**src/rtl/apb_requester_if.sv**
```systemverilog
// Command, APB and response signals of the APB requester, grouped as one bundle.
// The master modport is the requester's view. The slave modport is the view of
// the surrounding controller and APB completer.
interface apb_requester_if #(
    parameter int ADDR_WIDTH = 3,
    parameter int DATA_WIDTH = 8
) ();
    // command port
    logic                  cmd_valid;
    logic                  cmd_ready;
    logic                  cmd_write;
    logic [ADDR_WIDTH-1:0] cmd_addr;
    logic [DATA_WIDTH-1:0] cmd_wdata;

    // APB segment
    logic                  psel_x;
    logic                  penable;
    logic                  pwrite;
    logic [ADDR_WIDTH-1:0] paddr;
    logic [DATA_WIDTH-1:0] pwdata;
    logic [DATA_WIDTH-1:0] prdata;
    logic                  pready;
    logic                  pslverr;

    // response strobe
    logic                  rsp_valid;
    logic [DATA_WIDTH-1:0] rsp_rdata;
    logic                  rsp_err;
    logic                  rsp_timeout;

    modport master (
        input  cmd_valid, cmd_write, cmd_addr, cmd_wdata,
        output cmd_ready,
        output psel_x, penable, pwrite, paddr, pwdata,
        input  prdata, pready, pslverr,
        output rsp_valid, rsp_rdata, rsp_err, rsp_timeout
    );

    modport slave (
        output cmd_valid, cmd_write, cmd_addr, cmd_wdata,
        input  cmd_ready,
        input  psel_x, penable, pwrite, paddr, pwdata,
        output prdata, pready, pslverr,
        input  rsp_valid, rsp_rdata, rsp_err, rsp_timeout
    );
endinterface

```
**src/rtl/apb_requester.sv**
```systemverilog
// APB requester: takes single read/write commands on a valid/ready port.
// It runs the IDLE/SETUP/ACCESS sequence on one psel_x line and returns the
// result on a one-cycle response strobe. A transfer whose completer holds
// pready low for TIMEOUT_CYCLES ACCESS cycles is aborted.
module apb_requester #(
    parameter int ADDR_WIDTH     = 3,
    parameter int DATA_WIDTH     = 8,
    parameter int TIMEOUT_CYCLES = 16    // legal range 1..255
) (
    input  logic           pclk,
    input  logic           preset,
    apb_requester_if.master bus
);
    typedef enum logic [1:0] {
        IDLE   = 2'd0,
        SETUP  = 2'd1,
        ACCESS = 2'd2
    } state_t;

    localparam logic [7:0] TIMEOUT_LIMIT = 8'(TIMEOUT_CYCLES);

    state_t                state_q, state_d;
    logic [7:0]            cnt_q, cnt_d, cnt_inc;
    logic                  psel_q, psel_d;
    logic                  penable_q, penable_d;
    logic                  pwrite_q, pwrite_d;
    logic [ADDR_WIDTH-1:0] paddr_q, paddr_d;
    logic [DATA_WIDTH-1:0] pwdata_q, pwdata_d;
    logic                  rsp_valid_q, rsp_valid_d;
    logic [DATA_WIDTH-1:0] rsp_rdata_q, rsp_rdata_d;
    logic                  rsp_err_q, rsp_err_d;
    logic                  rsp_timeout_q, rsp_timeout_d;
    logic                  cmd_ready;
    logic                  accept;

    // cmd_ready is the only output that is not a flop. A completing ACCESS cycle
    // must accept the next command in the same cycle as pready. That is what keeps
    // back-to-back transfers at one per two cycles. It is a decode of the state
    // register plus pready.
    assign cmd_ready = (state_q == IDLE) || ((state_q == ACCESS) && bus.pready);
    assign accept    = cmd_ready && bus.cmd_valid;

    // Saturating increment: the counter never wraps back to zero.
    assign cnt_inc = (cnt_q == 8'hFF) ? cnt_q : cnt_q + 8'd1;

    // Next-state and next-output logic for the transfer sequencer.
    always_comb begin
        // NOTE: every variable gets a default first so no path can infer a latch.
        state_d       = state_q;
        cnt_d         = cnt_q;
        pwrite_d      = pwrite_q;
        paddr_d       = paddr_q;
        pwdata_d      = pwdata_q;
        rsp_valid_d   = 1'b0;
        rsp_rdata_d   = '0;
        rsp_err_d     = 1'b0;
        rsp_timeout_d = 1'b0;

        unique case (state_q)
            IDLE: begin
                if (accept) state_d = SETUP;
            end
            SETUP: begin
                state_d = ACCESS;
            end
            ACCESS: begin
                if (bus.pready) begin
                    // Normal completion. pslverr and prdata are only looked at here.
                    rsp_valid_d = 1'b1;
                    rsp_err_d   = bus.pslverr;
                    if (!pwrite_q && !bus.pslverr) rsp_rdata_d = bus.prdata;
                    state_d = accept ? SETUP : IDLE;
                end else begin
                    cnt_d = cnt_inc;
                    if (cnt_inc == TIMEOUT_LIMIT) begin
                        state_d       = IDLE;
                        rsp_valid_d   = 1'b1;
                        rsp_err_d     = 1'b1;
                        rsp_timeout_d = 1'b1;
                    end
                end
            end
            default: state_d = IDLE;
        endcase

        // The bus fields are latched only on acceptance. They stay frozen from SETUP
        // through the last ACCESS cycle.
        if (accept) begin
            cnt_d    = '0;
            pwrite_d = bus.cmd_write;
            paddr_d  = bus.cmd_addr;
            pwdata_d = bus.cmd_write ? bus.cmd_wdata : '0;
        end

        psel_d    = (state_d != IDLE);
        penable_d = (state_d == ACCESS);
    end

    // State and output registers with synchronous reset.
    always_ff @(posedge pclk) begin
        // NOTE: sequential state uses non-blocking assignments so every flop samples pre-edge values.
        if (preset) begin
            state_q       <= IDLE;
            cnt_q         <= '0;
            psel_q        <= 1'b0;
            penable_q     <= 1'b0;
            pwrite_q      <= 1'b0;
            paddr_q       <= '0;
            pwdata_q      <= '0;
            rsp_valid_q   <= 1'b0;
            rsp_rdata_q   <= '0;
            rsp_err_q     <= 1'b0;
            rsp_timeout_q <= 1'b0;
        end else begin
            state_q       <= state_d;
            cnt_q         <= cnt_d;
            psel_q        <= psel_d;
            penable_q     <= penable_d;
            pwrite_q      <= pwrite_d;
            paddr_q       <= paddr_d;
            pwdata_q      <= pwdata_d;
            rsp_valid_q   <= rsp_valid_d;
            rsp_rdata_q   <= rsp_rdata_d;
            rsp_err_q     <= rsp_err_d;
            rsp_timeout_q <= rsp_timeout_d;
        end
    end

    assign bus.cmd_ready   = cmd_ready;
    assign bus.psel_x      = psel_q;
    assign bus.penable     = penable_q;
    assign bus.pwrite      = pwrite_q;
    assign bus.paddr       = paddr_q;
    assign bus.pwdata      = pwdata_q;
    assign bus.rsp_valid   = rsp_valid_q;
    assign bus.rsp_rdata   = rsp_rdata_q;
    assign bus.rsp_err     = rsp_err_q;
    assign bus.rsp_timeout = rsp_timeout_q;
endmodule

```
**src/flat_wrapper.sv**
```systemverilog
// flat-port wrapper written by rule: the top's interface ports become plain ports
module apb_requester_flat 
#(
    parameter int ADDR_WIDTH     = 3,
    parameter int DATA_WIDTH     = 8,
    parameter int TIMEOUT_CYCLES = 16                         
)
  (pclk, preset, bus_cmd_valid, bus_cmd_write, bus_cmd_addr, bus_cmd_wdata, bus_cmd_ready, bus_psel_x, bus_penable, bus_pwrite, bus_paddr, bus_pwdata, bus_prdata, bus_pready, bus_pslverr, bus_rsp_valid, bus_rsp_rdata, bus_rsp_err, bus_rsp_timeout);
  apb_requester_if #(.ADDR_WIDTH(ADDR_WIDTH), .DATA_WIDTH(DATA_WIDTH)) bus_i ();
  input  logic pclk;
  input  logic preset;
  input wire logic [$bits(bus_i.cmd_valid)-1:0] bus_cmd_valid;
  input wire logic [$bits(bus_i.cmd_write)-1:0] bus_cmd_write;
  input wire logic [$bits(bus_i.cmd_addr)-1:0] bus_cmd_addr;
  input wire logic [$bits(bus_i.cmd_wdata)-1:0] bus_cmd_wdata;
  output wire logic [$bits(bus_i.cmd_ready)-1:0] bus_cmd_ready;
  output wire logic [$bits(bus_i.psel_x)-1:0] bus_psel_x;
  output wire logic [$bits(bus_i.penable)-1:0] bus_penable;
  output wire logic [$bits(bus_i.pwrite)-1:0] bus_pwrite;
  output wire logic [$bits(bus_i.paddr)-1:0] bus_paddr;
  output wire logic [$bits(bus_i.pwdata)-1:0] bus_pwdata;
  input wire logic [$bits(bus_i.prdata)-1:0] bus_prdata;
  input wire logic [$bits(bus_i.pready)-1:0] bus_pready;
  input wire logic [$bits(bus_i.pslverr)-1:0] bus_pslverr;
  output wire logic [$bits(bus_i.rsp_valid)-1:0] bus_rsp_valid;
  output wire logic [$bits(bus_i.rsp_rdata)-1:0] bus_rsp_rdata;
  output wire logic [$bits(bus_i.rsp_err)-1:0] bus_rsp_err;
  output wire logic [$bits(bus_i.rsp_timeout)-1:0] bus_rsp_timeout;
  assign bus_i.cmd_valid = bus_cmd_valid;
  assign bus_i.cmd_write = bus_cmd_write;
  assign bus_i.cmd_addr = bus_cmd_addr;
  assign bus_i.cmd_wdata = bus_cmd_wdata;
  assign bus_cmd_ready = bus_i.cmd_ready;
  assign bus_psel_x = bus_i.psel_x;
  assign bus_penable = bus_i.penable;
  assign bus_pwrite = bus_i.pwrite;
  assign bus_paddr = bus_i.paddr;
  assign bus_pwdata = bus_i.pwdata;
  assign bus_i.prdata = bus_prdata;
  assign bus_i.pready = bus_pready;
  assign bus_i.pslverr = bus_pslverr;
  assign bus_rsp_valid = bus_i.rsp_valid;
  assign bus_rsp_rdata = bus_i.rsp_rdata;
  assign bus_rsp_err = bus_i.rsp_err;
  assign bus_rsp_timeout = bus_i.rsp_timeout;
  apb_requester #(.ADDR_WIDTH(ADDR_WIDTH), .DATA_WIDTH(DATA_WIDTH), .TIMEOUT_CYCLES(TIMEOUT_CYCLES)) u_core (.pclk(pclk), .preset(preset), .bus(bus_i));
endmodule
```
**config.mk**
```make
export PLATFORM = sky130hd
export DESIGN_NAME = apb_requester_flat
export DESIGN_NICKNAME = d
export VERILOG_FILES = /design/src/rtl/apb_requester_if.sv /design/src/rtl/apb_requester.sv /design/src/flat_wrapper.sv
export SDC_FILE = /design/constraint.sdc
export NUM_CORES = 1
export LEC_CHECK = 0
export ABC_AREA = 1
export CAP_MARGIN = 20
export CORE_MARGIN = 2
export CORE_UTILIZATION = 39
export CTS_CLUSTER_SIZE = 8
export DETAILED_ROUTE_END_ITERATION = 16
export PLACE_DENSITY = 0.77
export SLEW_MARGIN = 20
export SYNTH_ARGS = -nofsm -noshare
export SYNTH_HDL_FRONTEND = slang
export SYNTH_SLANG_ARGS = --single-unit
```
**constraint.sdc**
```tcl
create_clock -name pclk -period 1.5 [get_ports pclk]
set_input_delay 0.3 -clock pclk [delete_from_list [all_inputs] [get_ports pclk]]
set_output_delay 0.3 -clock pclk [all_outputs]
set_load 0.005 [all_outputs]
```
=== After elaboration in Yosys (flattened, before gate mapping) ===
Cells that the tools add are included.
Widths: inputs -> output; s select.

* Register bits after elaboration: 35
* Logic and storage cells: 43
* Output and inout port bits: 26
* Input bits: 25

* Bitwise logic cells: 3
* Mux-type cells: 10
* Eq/ne operators: 5
* $add $sub $neg: 1
* Reduce and logical (&&, ||, !) cells: 13

{| class="wikitable"
|+ Operators with widths
! cell !! count
|-
| $mux 8 || 2
|-
| $add 8x1->8 const B || 1
|-
| $eq 8x5->1 const B || 1
|-
| $eq 8x8->1 const B || 1
|-
| $mux 2 || 3
|-
| $pmux 2 s3 || 1
|-
| $eq 2x2->1 const B || 2
|-
| $mux 1 || 4
|-
| $reduce_or 2->1 || 2
|-
| $reduce_or 4->1 || 1
|-
| $logic_and 1x1->1 || 3
|-
| $not 1->1 || 3
|-
| $reduce_or 3->1 || 1
|-
| $eq 2x1->1 const B || 1
|-
| $logic_not 1->1 || 2
|-
| $logic_not 2->1 || 1
|-
| $reduce_and 2->1 || 1
|-
| $reduce_bool 2->1 || 1
|-
| $logic_or 1x1->1 || 1
|}

=== Longest topological paths before layout ===
Gate-level depths: netlist (run 1).

* Depth after elaboration: 8
* Gate-level depth with buffers: 12
* Gate-level depth less buffers: 12

=== Worst setup path after synthesis (run 1) ===
No wires, ideal clock.

* Kind: flip-flop to flip-flop
* Start: register u_core.cnt_q[0]
* End: register u_core.rsp_err_q (netlist: u_core.bus.rsp_err)
* Buffers on the path: 0
* Arrival: 1.321 ns
* Path slack: 0.062 ns
* Cell stages (with the launch flop): 11
* Required time: 1.384 ns
* Setup time: 0.116 ns
* Cell sequence: dfxtp_1 -> ha_1 -> nand2_2 -> nor2_4 -> or2_2 -> nand2_1 -> nor2_1 -> nand3_1 -> nand2_1 -> nand2_1 -> nor2_1

* Word-level cells in the longest chain between the ends: 5

{| class="wikitable"
|+ Ends and longest elaborated chain
! element !! RTL line !! text
|-
| start, declared || apb_requester.sv:23 || <nowiki>logic [7:0] cnt_q, cnt_d, cnt_inc;</nowiki>
|-
| start signal, assigned || apb_requester.sv:116 || <nowiki>cnt_q <= cnt_d;</nowiki>
|-
| $add 8x1->8 / $eq 8x8->1 (equally long branches) || apb_requester.sv:44 || <nowiki>assign cnt_inc = (cnt_q == 8'hFF) ? cnt_q : cnt_q + 8'd1;</nowiki>
|-
| $mux 8 * || apb_requester.sv:44 ||
|-
| $eq 8x5->1 * || apb_requester.sv:75 || <nowiki>if (cnt_inc == TIMEOUT_LIMIT) begin</nowiki>
|-
| $mux 1 * || apb_requester.sv:75 ||
|-
| $mux 1 * || apb_requester.sv:67 || <nowiki>if (bus.pready) begin</nowiki>
|-
| end signal, assigned || apb_requester.sv:124 || <nowiki>rsp_err_q <= rsp_err_d;</nowiki>
|-
| end, declared || apb_requester.sv:31 || <nowiki>logic rsp_err_q, rsp_err_d;</nowiki>
|}

Every way passes the cells marked *; elsewhere a longest branch is shown, timed or not.
A chain may end at the register's enable or synchronous reset.

=== Worst setup path in the final report (run 1) ===
* Start: register u_core.cnt_q[0]
* End: register u_core.psel_q (netlist: u_core.bus.psel_x)

* Word-level cells in the longest chain between the ends: 7

{| class="wikitable"
|+ Ends and longest elaborated chain
! element !! RTL line !! text
|-
| $add 8x1->8 / $eq 8x8->1 (equally long branches) || apb_requester.sv:44 ||
|-
| $mux 8 * || apb_requester.sv:44 ||
|-
| $eq 8x5->1 * || apb_requester.sv:75 ||
|-
| $mux 2 * || apb_requester.sv:75 ||
|-
| $mux 2 * || apb_requester.sv:67 ||
|-
| $pmux 2 s3 * || apb_requester.sv:59 || <nowiki>unique case (state_q)</nowiki>
|-
| $reduce_bool 2->1 * || apb_requester.sv:95 || <nowiki>psel_d = (state_d != IDLE);</nowiki>
|-
| end signal, assigned || apb_requester.sv:117 || <nowiki>psel_q <= psel_d;</nowiki>
|-
| end, declared || apb_requester.sv:24 || <nowiki>logic psel_q, psel_d;</nowiki>
|}

Marked as above.

==> summary.txt, run 1 <==
Status
  • Outcome: complete, no violations

Clock tree
  • Setup bufs post-CTS: 0
  • Clk sink count: 35
  • Num CTS Buffers: 5
  • Worst skew pair latency: 330 ps
  • CTS Hold Bufs: 0
  • CTS H-Tree Depth: 2
  • Worst-path clk slew: 110 ps
  • Clock Path Buffers: 2
  • Root Buffer: clkbuf_4
  • CTS tree: built

Routing
  • Vias/cell: 4.51
  • Top layer in use: met4
  • Total length of routed met2 wires: 1870 µm
  • TritonRoute pass-1 iters: 4
  • Metal-1 WL: 1530 µm
  • Drt total wl: 3630 µm
  • Via count: 1448
  • WL/cell: 11.3 µm
  • Met3 wire len: 193 µm
  • Post-DRT Antenna Nets: 0
  • DRC: 0
  • Iteration-0 DRC Markers: 44

Finish
  • Fin nets: 300
  • Area Overhead vs Synth: 64.7%
  • Final core occ: 68.8%
  • Fraction of layout cells with a size suffix above 1: 25.1%
  • Layout Cells excl Fill: 321
  • # diodes: 0

Critical path
  • CP Launch Type: flop
  • Slowest-stage cell, CP: dfxtp_2
  • CP required: 1720 ps
  • Critical path class: flop to flop
  • Arrival @ worst endpoint: 1700 ps
  • CP Capture Type: flop
  • Critical Path Fanout Max: 5
  • Crit path largest cell delay: 370 ps
  • CP Cell Sequence: ha_4 > nand2_4 > nor2_4 > nand3_1 > nand2_1 > nand2_1 > nor2_2 > nand3_2 > nand3_2 > nand3_1

Timing
  • Worst slew pin tran: 306 ps
  • Final setup vio count: 0
  • Tmin final: 1480 ps
  • Final Hold Fails: 0
  • Hold Worst Slack: 463 ps
  • Fmax: 677 MHz
  • Clock skew: 8.75 ps
  • Final period util: 98.5%
  • Final Worst Setup Slack: 22.6 ps
  • RSZ-0062 raised after global routing: true
  • Slew HR: 79.6%
  • Max-slew violations: 0

Die
  • Core area: 3420 µm²
  • Die W: 64.5 µm
  • DIE HEIGHT: 64.5 µm
  • I/O Pins: 51
  • Die ar.: 4160 µm²
  • Initial Util: 41.8%
  • Rows: 21

Synth
  • Yosys warns: 0
  • Syn nets: 221
  • Post-synthesis xor/xnor area fraction: 0.613%
  • Sequential share of the synthesized area: 49.1%
  • Synthesized area: 1430 µm²
  • Yosys reg bits: 35
  • Yosys cell types: 20
  • Post-synthesis simple-gate area fraction: 28.9%
  • Synth Instances: 195
  • Syn_area_per_cell: 7.32 µm²
  • Largest family of logic cells by synthesized area: simple AND/OR/NAND/NOR gates
  • Post-synthesis adder-cell area fraction: 0.876%
  • Synth Area in Compound Gates: 10.4%
  • Mux cell area share after synthesis: 0%

Min path
  • Worst Hold Class: flop to flop

GRT
  • Initial antenna violation count: 0
  • Congestion Overflow GR: 0
  • Tot GR Track Use: 18.1%
  • Vias in the first global route: 1369
  • First-pass GRT wire length: 5870 µm
  • Maximum number of pins on one net before global-route repair: 12

Placed design
  • Placed insts: 313
  • Pre-CTS setup slack: -270 ps
  • Port Buffer Count: 50
  • Hpwl dp: 2560 µm
  • RePlAce Congestion: 0.829

Pwr
  • Peak VDD IR: 0.645 mV
  • P per Cell Area: 728 nW/µm²
  • Lkg Pwr: 1.29 nW

Flow run
  • Max Cap Viol: 0
[power by group]
group	leakage [nW]	internal (W)	total, W	switching [W]
Clock	0.0282	0.000181	0.000489	0.000308
Sequential	0.291	0.000962	0.000979	0.0000171
Combinational	0.973	0.000147	0.000243	0.0000957
Total	1.29	0.00129	0.00171	0.000421
[logic make-up (layout without fill, tap and decap cells)]
family                     count (synthesis)  in the layout
adders and majority gates                  1              1
xor gates and xnor gates                   1              1
buffers and inverters                     38            118
AOI/OAI and AO/OA                         26             26
DFF                                       35             35
and+or+nand+nor                           94             94
[placed cells by master, fill, tap and decap left out, drive strengths merged, types with 2 or more instances in the layout]
| master | synthesis | routed |
|---|---|---|
| nand2 | 40 | 40 |
| a21oi | 4 | 4 |
| clkbuf | 0 | 7 |
| dfxtp | 35 | 35 |
| a211oi | 2 | 2 |
| nand3 | 18 | 18 |
| dlymetal6s2s | 0 | 12 |
| o21ai | 16 | 16 |
| dlygate4sd2 | 0 | 3 |
| nor2 | 33 | 33 |
| nand4 | 2 | 2 |
| inv | 37 | 37 |
| o211ai | 4 | 4 |
| clkdlybuf4s50 | 0 | 34 |
| buf | 1 | 23 |
[state kept, by name, indices dropped and copies added (netlist names)]
name and cells:
u_core.bus.paddr 3, u_core.bus.penable 1, u_core.bus.psel_x 1, u_core.bus.pwdata 8, u_core.bus.pwrite 1, u_core.bus.rsp_err 1, u_core.bus.rsp_rdata 8, u_core.bus.rsp_timeout 1
u_core.bus.rsp_valid 1, u_core.cnt_q 8, u_core.state_q 2
[cell type report]
cell class                 instances  area (µm²)
sequential                        35         718
clock buffer                       6        41.3
timing repair buffer              73         711
tap                               46        57.6
multi-input combinational        122         672
inverter                          37         139
fill                             293        1060
clock inverter                     2        12.5
[worst paths after layout]
path | startpoint | to | slack, ps | depth (start not counted)
max | u_core.cnt_q[0]$_SDFFE_PP0P_ | u_core.bus.psel_x$_SDFF_PP0_ | 20 | 10
min reg2reg | u_core.bus.pwdata[7]$_SDFFE_PP0P_ | u_core.bus.pwdata[7]$_SDFFE_PP0P_ | 460 | 2
min | u_core.bus.pwdata[7]$_SDFFE_PP0P_ | u_core.bus.pwdata[7]$_SDFFE_PP0P_ | 460 | 2
max reg2reg | u_core.cnt_q[0]$_SDFFE_PP0P_ | u_core.bus.psel_x$_SDFF_PP0_ | 20 | 10
[synth_stat cells, drive strengths merged]
| cell | number | area [µm²] |
|---|---|---|
| buf | 1 | 5.00 |
| ha | 1 | 12.5 |
| nand4 | 2 | 12.5 |
| nand2 | 40 | 155 |
| dfxtp | 35 | 701 |
| nor2 | 33 | 144 |
| or2 | 1 | 6.26 |
| nand3 | 18 | 95.1 |
| a21oi | 4 | 23.8 |
| o21ai | 16 | 80.1 |
| inv | 37 | 139 |
| o211ai | 4 | 30.0 |
| a211oi | 2 | 15.0 |
| xnor2 | 1 | 8.76 |
[per-stage QoR]
step / total power (W) / area (µm²) / TNS [ps]
floorplan: 0.00107 / 1430 / 0
global placement: 0.00124 / 2170 / -2530
detailed placement: 0.00124 / 2170 / -3080
CTS: 0.00172 / 2260 / 0
global route: 0.00180 / 2350 / -231
finish: 0.00171 / 2350 / 0
[what timing repair did]
item | 4_1_cts | 5_1_grt
resized for setup | 15 | 41
cloned | 0 | 0
endpoints found under the setup margin | 9 | 24
pin swaps | 5 | 12
[critical path: cells and delay by family (launching register included)]
family	cells	cell delay, ps
flip-flops	1	370
AND/OR/NAND/NOR	9	840
adder cells (fa/ha/maj)	1	160
[layer usage]
metal  track usage (%)  vias up
met2              30.6       32
met1              21.0      651
met3              7.12        2
li1                  -      763
met5                 0        -
met4              6.12        0
Note: power is estimated with default switching activity, not from simulation.
==> inputs of run 2 (changes only) <==
HOLD_SLACK_MARGIN = 0.1   (was default)
==> results of run 2 <==
Same layout as run 1: the final DEF is identical, and so are final timing and power.
==> inputs of run 3 (changes only) <==
RECOVER_POWER = 100   (was default)
==> summary.txt, run 3 (synthesized netlist as in run 1, its figures left out) <==
GRT
  • Maximum number of pins on one net before global-route repair: 12 (unchanged)
  • Vias in the first global route: 1369 (unchanged)
  • Congestion Overflow GR: 0 (unchanged)
  • First-pass GRT wire length: 5870 µm (unchanged)
  • Tot GR Track Use: 18.1% (unchanged)
  • Initial antenna violation count: 0 (unchanged)

Clock tree
  • Root Buffer: clkbuf_4 (unchanged)
  • Worst skew pair latency: 330 ps (about the same)
  • Clock Path Buffers: 2 (unchanged)
  • Num CTS Buffers: 5 (unchanged)
  • CTS tree: built (unchanged)
  • Worst-path clk slew: 110 ps (about the same)
  • CTS H-Tree Depth: 2 (unchanged)
  • Clk sink count: 35 (unchanged)

Finish
  • Fin nets: 300 (unchanged)
  • # diodes: 0 (unchanged)
  • Area Overhead vs Synth: 63.9% (was 64.7%)
  • Fraction of layout cells with a size suffix above 1: 24.0% (was 25.1%)
  • Most frequent cells in the layout: inv_1 (35), nand2_1 (35), clkdlybuf4s50_1 (34) (unchanged)

Routing
  • Iteration-0 DRC Markers: 41 (was 44)
  • TritonRoute pass-1 iters: 4 (unchanged)
  • Vias/cell: 4.50 (was 4.51)
  • DRC: 0 (unchanged)
  • WL/cell: 11.2 µm (was 11.3 µm)
  • Via count: 1443 (was 1448)
  • Post-DRT Antenna Nets: 0 (unchanged)
  • Drt total wl: 3600 µm (was 3630 µm)

Timing
  • Final Hold Fails: 0 (unchanged)
  • Final Worst Setup Slack: 22.7 ps (was 22.6 ps)
  • Final period util: 98.5% (about the same)
  • Slew HR: 79.6% (unchanged)
  • Max-slew violations: 0 (unchanged)
  • Fmax: 677 MHz (about the same)
  • Worst slew pin tran: 306 ps (unchanged)
  • Clock skew: 8.79 ps (was 8.75 ps)
  • RSZ-0062 raised after global routing: true (unchanged)
  • Setup TNS: 0 ps (unchanged)
  • Tmin final: 1480 ps (about the same)
  • Final setup vio count: 0 (unchanged)

Flow run
  • Max Cap Viol: 0 (unchanged)

Placed design
  • Hpwl dp: 2560 µm (unchanged)
  • Pre-CTS setup slack: -270 ps (unchanged)
  • RePlAce Congestion: 0.829 (unchanged)
  • Port Buffer Count: 50 (unchanged)

Pwr
  • Peak VDD IR: 0.660 mV (was 0.645 mV)
  • Lkg Pwr: 1.23 nW (was 1.29 nW)
  • P per Cell Area: 731 nW/µm² (was 728 nW/µm²)

Min path
  • Hold wc startpoint: u_core.bus.pwdata[7]$_SDFFE_PP0P_ (unchanged)
  • Hold Path Stages: 2 (unchanged)
  • Worst Hold Class: flop to flop (unchanged)
  • Hold path endpoint: u_core.bus.pwdata[7]$_SDFFE_PP0P_ (unchanged)

Die
  • I/O Pins: 51 (unchanged)
  • Rows: 21 (unchanged)
  • Core area: 3420 µm² (unchanged)
  • DIE HEIGHT: 64.5 µm (unchanged)
  • Die ar.: 4160 µm² (unchanged)
  • Die W: 64.5 µm (unchanged)
  • Initial Util: 41.8% (unchanged)

Critical path
  • Reg2reg start: u_core.cnt_q[0]$_SDFFE_PP0P_ (unchanged)
  • Arrival @ worst endpoint: 1700 ps (about the same)
  • Internal reg-to-reg setup slack: 20 ps (about the same)
  • Slowest-stage cell, CP: dfxtp_2 (unchanged)
  • CP required: 1720 ps (about the same)
  • R2r worst-path depth: 10 (unchanged)
  • CP Cell Sequence: ha_4 > nand2_4 > nor2_4 > nand3_1 > nand2_1 > nand2_1 > nor2_2 > nand3_2 > nand3_2 > nand3_1 (unchanged)
  • Critical Path Fanout Max: 5 (unchanged)
  • Crit path largest cell delay: 370 ps (about the same)
  • Reg2reg end: u_core.bus.psel_x$_SDFF_PP0_ (unchanged)
  • CP Capture Type: flop (unchanged)
  • CP Launch Type: flop (unchanged)
  • Critical path class: flop to flop (unchanged)

Status
  • Outcome: complete, no violations (unchanged)
==> run 3: layout make-up <==
type	instances	area, µm²
sequential	35	714
multi-input combinational	122	672
timing repair buffer	73	703
clock inverter	2	12.5
clock buffer	6	41.3
tap	46	57.6
fill	299	1080
inverter	37	139
==> run 3: worst max-delay path, delay by kind of cell (launching register included) <==
family,cells,cell delay [ps]
and+or+nand+nor,9,840
DFF,1,370
adders and majority gates,1,160
==> run 3: worst max path at each step <==
stage                                       from                            end  slack (ps)
6_report            u_core.cnt_q[0]$_SDFFE_PP0P_   u_core.bus.psel_x$_SDFF_PP0_          20
5_1_grt             u_core.cnt_q[0]$_SDFFE_PP0P_   u_core.bus.psel_x$_SDFF_PP0_         -60
4_1_cts        u_core.bus.pwdata[3]$_SDFFE_PP0P_                  bus_pwdata[3]        0.01
3_5_place_dp                          bus_pready                  bus_cmd_ready        -270
3_3_place_gp                          bus_pready                  bus_cmd_ready        -280
2_1_floorplan       u_core.cnt_q[0]$_SDFFE_PP0P_  u_core.bus.rsp_err$_SDFF_PP0_          60
==> run 3: power breakdown <==
part / switching [W] / total (W) / internal [W]
Clock: 0.000308 / 0.000489 / 0.000181
Sequential: 0.0000172 / 0.000979 / 0.000962
Combinational: 0.0000955 / 0.000243 / 0.000147
Total: 0.000421 / 0.00171 / 0.00129
==> run 3: routing by layer <==
metal | up-vias | part of all wire (%) | track usage [%]
li1 | 763 | - | -
met3 | 2 | 6.1 | 7.12
met5 | - | 0 | 0
met2 | 36 | 51 | 30.6
met4 | 0 | 0.75 | 6.12
met1 | 642 | 42 | 21.0
==> run 3: metrics by stage <==
stage | hold slack, ps | cell area (µm²) | std cells | power (W) | util [%]
floorplan | 384 | 1430 | 195 | 0.00107 | -
global placement | 440 | 2170 | 313 | 0.00124 | 63.4
detailed placement | 450 | 2170 | 313 | 0.00124 | 63.4
CTS | 472 | 2260 | 321 | 0.00172 | 66.0
global route | 464 | 2340 | 321 | 0.00180 | 68.5
finish | 463 | 2340 | 321 | 0.00171 | 68.5
==> run 3: timing repair <==
item / in CTS / in global routing
hold endpoints to repair: 0 / 0
hold buffers: 0 / 0
pin swaps: 5 / 12
buffers inserted: 0 / 0
endpoints found under the setup margin: 9 / 24
gates cloned: 0 / 0
gates resized for setup: 15 / 41
==> RTL edit: new RTL, settings of run 2 <==
Encoding of `state_t`: now one-hot (3 bits for 3 states).
--- a/src/rtl/apb_requester.sv
+++ b/src/rtl/apb_requester.sv
@@ -12,8 +12,8 @@
     apb_requester_if.master bus
 );
-    typedef enum logic [1:0] {
-        IDLE   = 2'd0,
-        SETUP  = 2'd1,
-        ACCESS = 2'd2
+    typedef enum logic [2:0] {
+        IDLE   = 3'b001,
+        SETUP  = 3'b010,
+        ACCESS = 3'b100
     } state_t;
 
Behaviour: no difference found for any inputs over 10 cycles, from zero or initial values and one cycle with preset high; not proved beyond that.
==> RTL edit against run 2 <==
- power grew 13%
- design area shrank 0.37%
- critical path depth grew 2
- area after synthesis grew 6.7%
- routed wire length shrank 4.7%
- clock skew shrank 4.5 ps
- global-route usage shrank 0.94 points
- worst setup slack gained 26 ps
- combinational power grew 7%
- sequential cell count grew 1
- clock power grew 37%
- largest cell class unchanged
- largest power group unchanged
==> RTL edit: results (changes against run 2) <==
| Result | Value | Delta |
|:---|:---|:---|
| First-pass GRT wire length | 5730 um | -2.5% |
| Number of sequential cells in the layout | 36 | +2.9% |
| Root buffer selected by CTS | clkbuf_8 |  |
| Synth-to-layout area growth | 53.7% |  |
| Slew HR | 0.875 | +0.0795 |
| Number of nets in the layout | 298 | -0.67% |
| Dpl ws | -317 ps | -47.3 ps |
| Slowest Stage Delay on Critical Path | 340 ps | -30 ps |
| HPWL after DPL | 2530 um | -0.98% |
| Clock network area share | 0.0363 | +0.0134 |
| Worst Path Arrival | 1640 ps | -60 ps |
| Average vias per placed instance | 4.55 | +0.90% |
| Final setup skew | 4.28 ps | -4.47 ps |
| Crit path setup slack, layout | 48.3 ps | +25.7 ps |
| Non-clock inverter total of the final layout | 38 | +2.7% |
| Number of global-route vias before repair | 1375 | +0.44% |
| Register area | 727 um^2 | +1.2% |
| Post-DP Area | 2210 um^2 | +2.2% |
| Synthesis Warnings | 0 | unchanged |
| Number of multi-input combinational cells | 120 | -1.6% |
| Result of the run | finished clean |  |
| Layout cells sized above 1 | 0.249 | -0.00182 |
| Register area share after synthesis | 0.473 | -0.0179 |
| Most used standard cells in the synthesized netlist | dfxtp_1, inv_1, nand2_1, nor2_1 |  |
| Biggest fanout along the worst timing path | 8 | +3 |
| Count of vias placed by the detailed router | 1461 | +0.90% |
| Number of port buffers | 50 | unchanged |
| Synth cell types | 28 | +40% |
| Fraction of area in registers | 0.310 | +0.00488 |
| Average wire per standard cell | 10.8 um | -4.7% |
| # clk buffers | 7 | +1 |
| Leakage | 1.02 nW | -21% |
| First DRT Iteration DRCs | 36 | -18% |
| Final weighted congestion in routability-driven placement | 0.750 | -9.5% |
| Fillcell total | 318 | +8.5% |
| Ranking of synthesized cells by area | dfxtp_1, inv_1, nand2_1, nor2_1, nand2_2 |  |
| Share of the final layout cell area in multi-input gates | 0.286 | about the same |
| Post-Synthesis Net Count | 223 | +0.90% |
| Portion of the layout cell area used by non-clock buffers | 0.279 | -0.0234 |
| Clock slew seen by the registers of the worst setup and hold paths | 70 ps | -40 ps |
| Hold_ws | 457 ps | -5.30 ps |
| Count of mapped cells out of synthesis | 197 | +1.0% |
| Max VDD drop | 579 uV | -10% |
| Maximum number of pins on one net before global-route repair | 16 | +4 |
| R2r worst-path depth | 12 | +2 |
| Nonclk buf count | 71 | -2.7% |
## RTL edit: cell count changes after synthesis, moves of 3 or more
cell / delta
o21ai_1: +11
nand2_1: -10
nand3_1: -10
nand2_2: +8
nor2_1: -7
o21ai_0: -5
o211ai_1: -4
nor2_2: +3
## RTL edit: kinds of logic (layout without fill, tap and decap cells)
group | after synthesis | after routing | synth area share
buffers and inverters | 41 | 117 | 0.109
adder cells (fa/ha/maj) | 1 | 1 | 0.00821
XOR/XNOR | 1 | 1 | 0.00575
AO/OA/AOI/OAI | 32 | 32 | 0.114
AND/OR/NAND/NOR | 86 | 86 | 0.290
flip-flops | 36 | 36 | 0.473
## RTL edit: layer usage
layer	share of wire	wire, um	GRT usage
met5	0	0	0
met4	0.020	68	0.0816
met3	0.054	186	0.0557
met2	0.49	1700	0.280
met1	0.43	1500	0.204
## RTL edit: worst min-delay path by stage
stage | startpoint | to | depth (start not counted)
final | u_core.bus.pwdata[7] | u_core.bus.pwdata[7] | 2
after global routing | u_core.bus.pwdata[3] | u_core.bus.pwdata[3] | 2
after CTS | u_core.bus.pwdata[7] | u_core.bus.pwdata[7] | 2
after detailed placement | u_core.bus.pwdata[2] | u_core.bus.pwdata[2] | 2
after global placement | u_core.bus.pwdata[7] | u_core.bus.pwdata[7] | 2
after floorplan | preset | u_core.bus.rsp_timeout | 1
## RTL edit: worst register-to-register path: cells and delay by family (launching register included)
kind / cells / cell delay, ps
fa+ha+maj: 1 / 180
flops: 1 / 340
simple gates: 11 / 830
## RTL edit: power breakdown
part           switching (mW)  internal (mW)
logic                   0.103          0.157
registers              0.0173          0.987
clock network           0.339          0.331
## RTL edit: timing repair
action / CTS / global route
endpoints found under the setup margin: 8 / 13
cloned: 0 / 0
pin swaps: 2 / 5
resized for setup: 10 / 10
setup buffers: 0 / 1
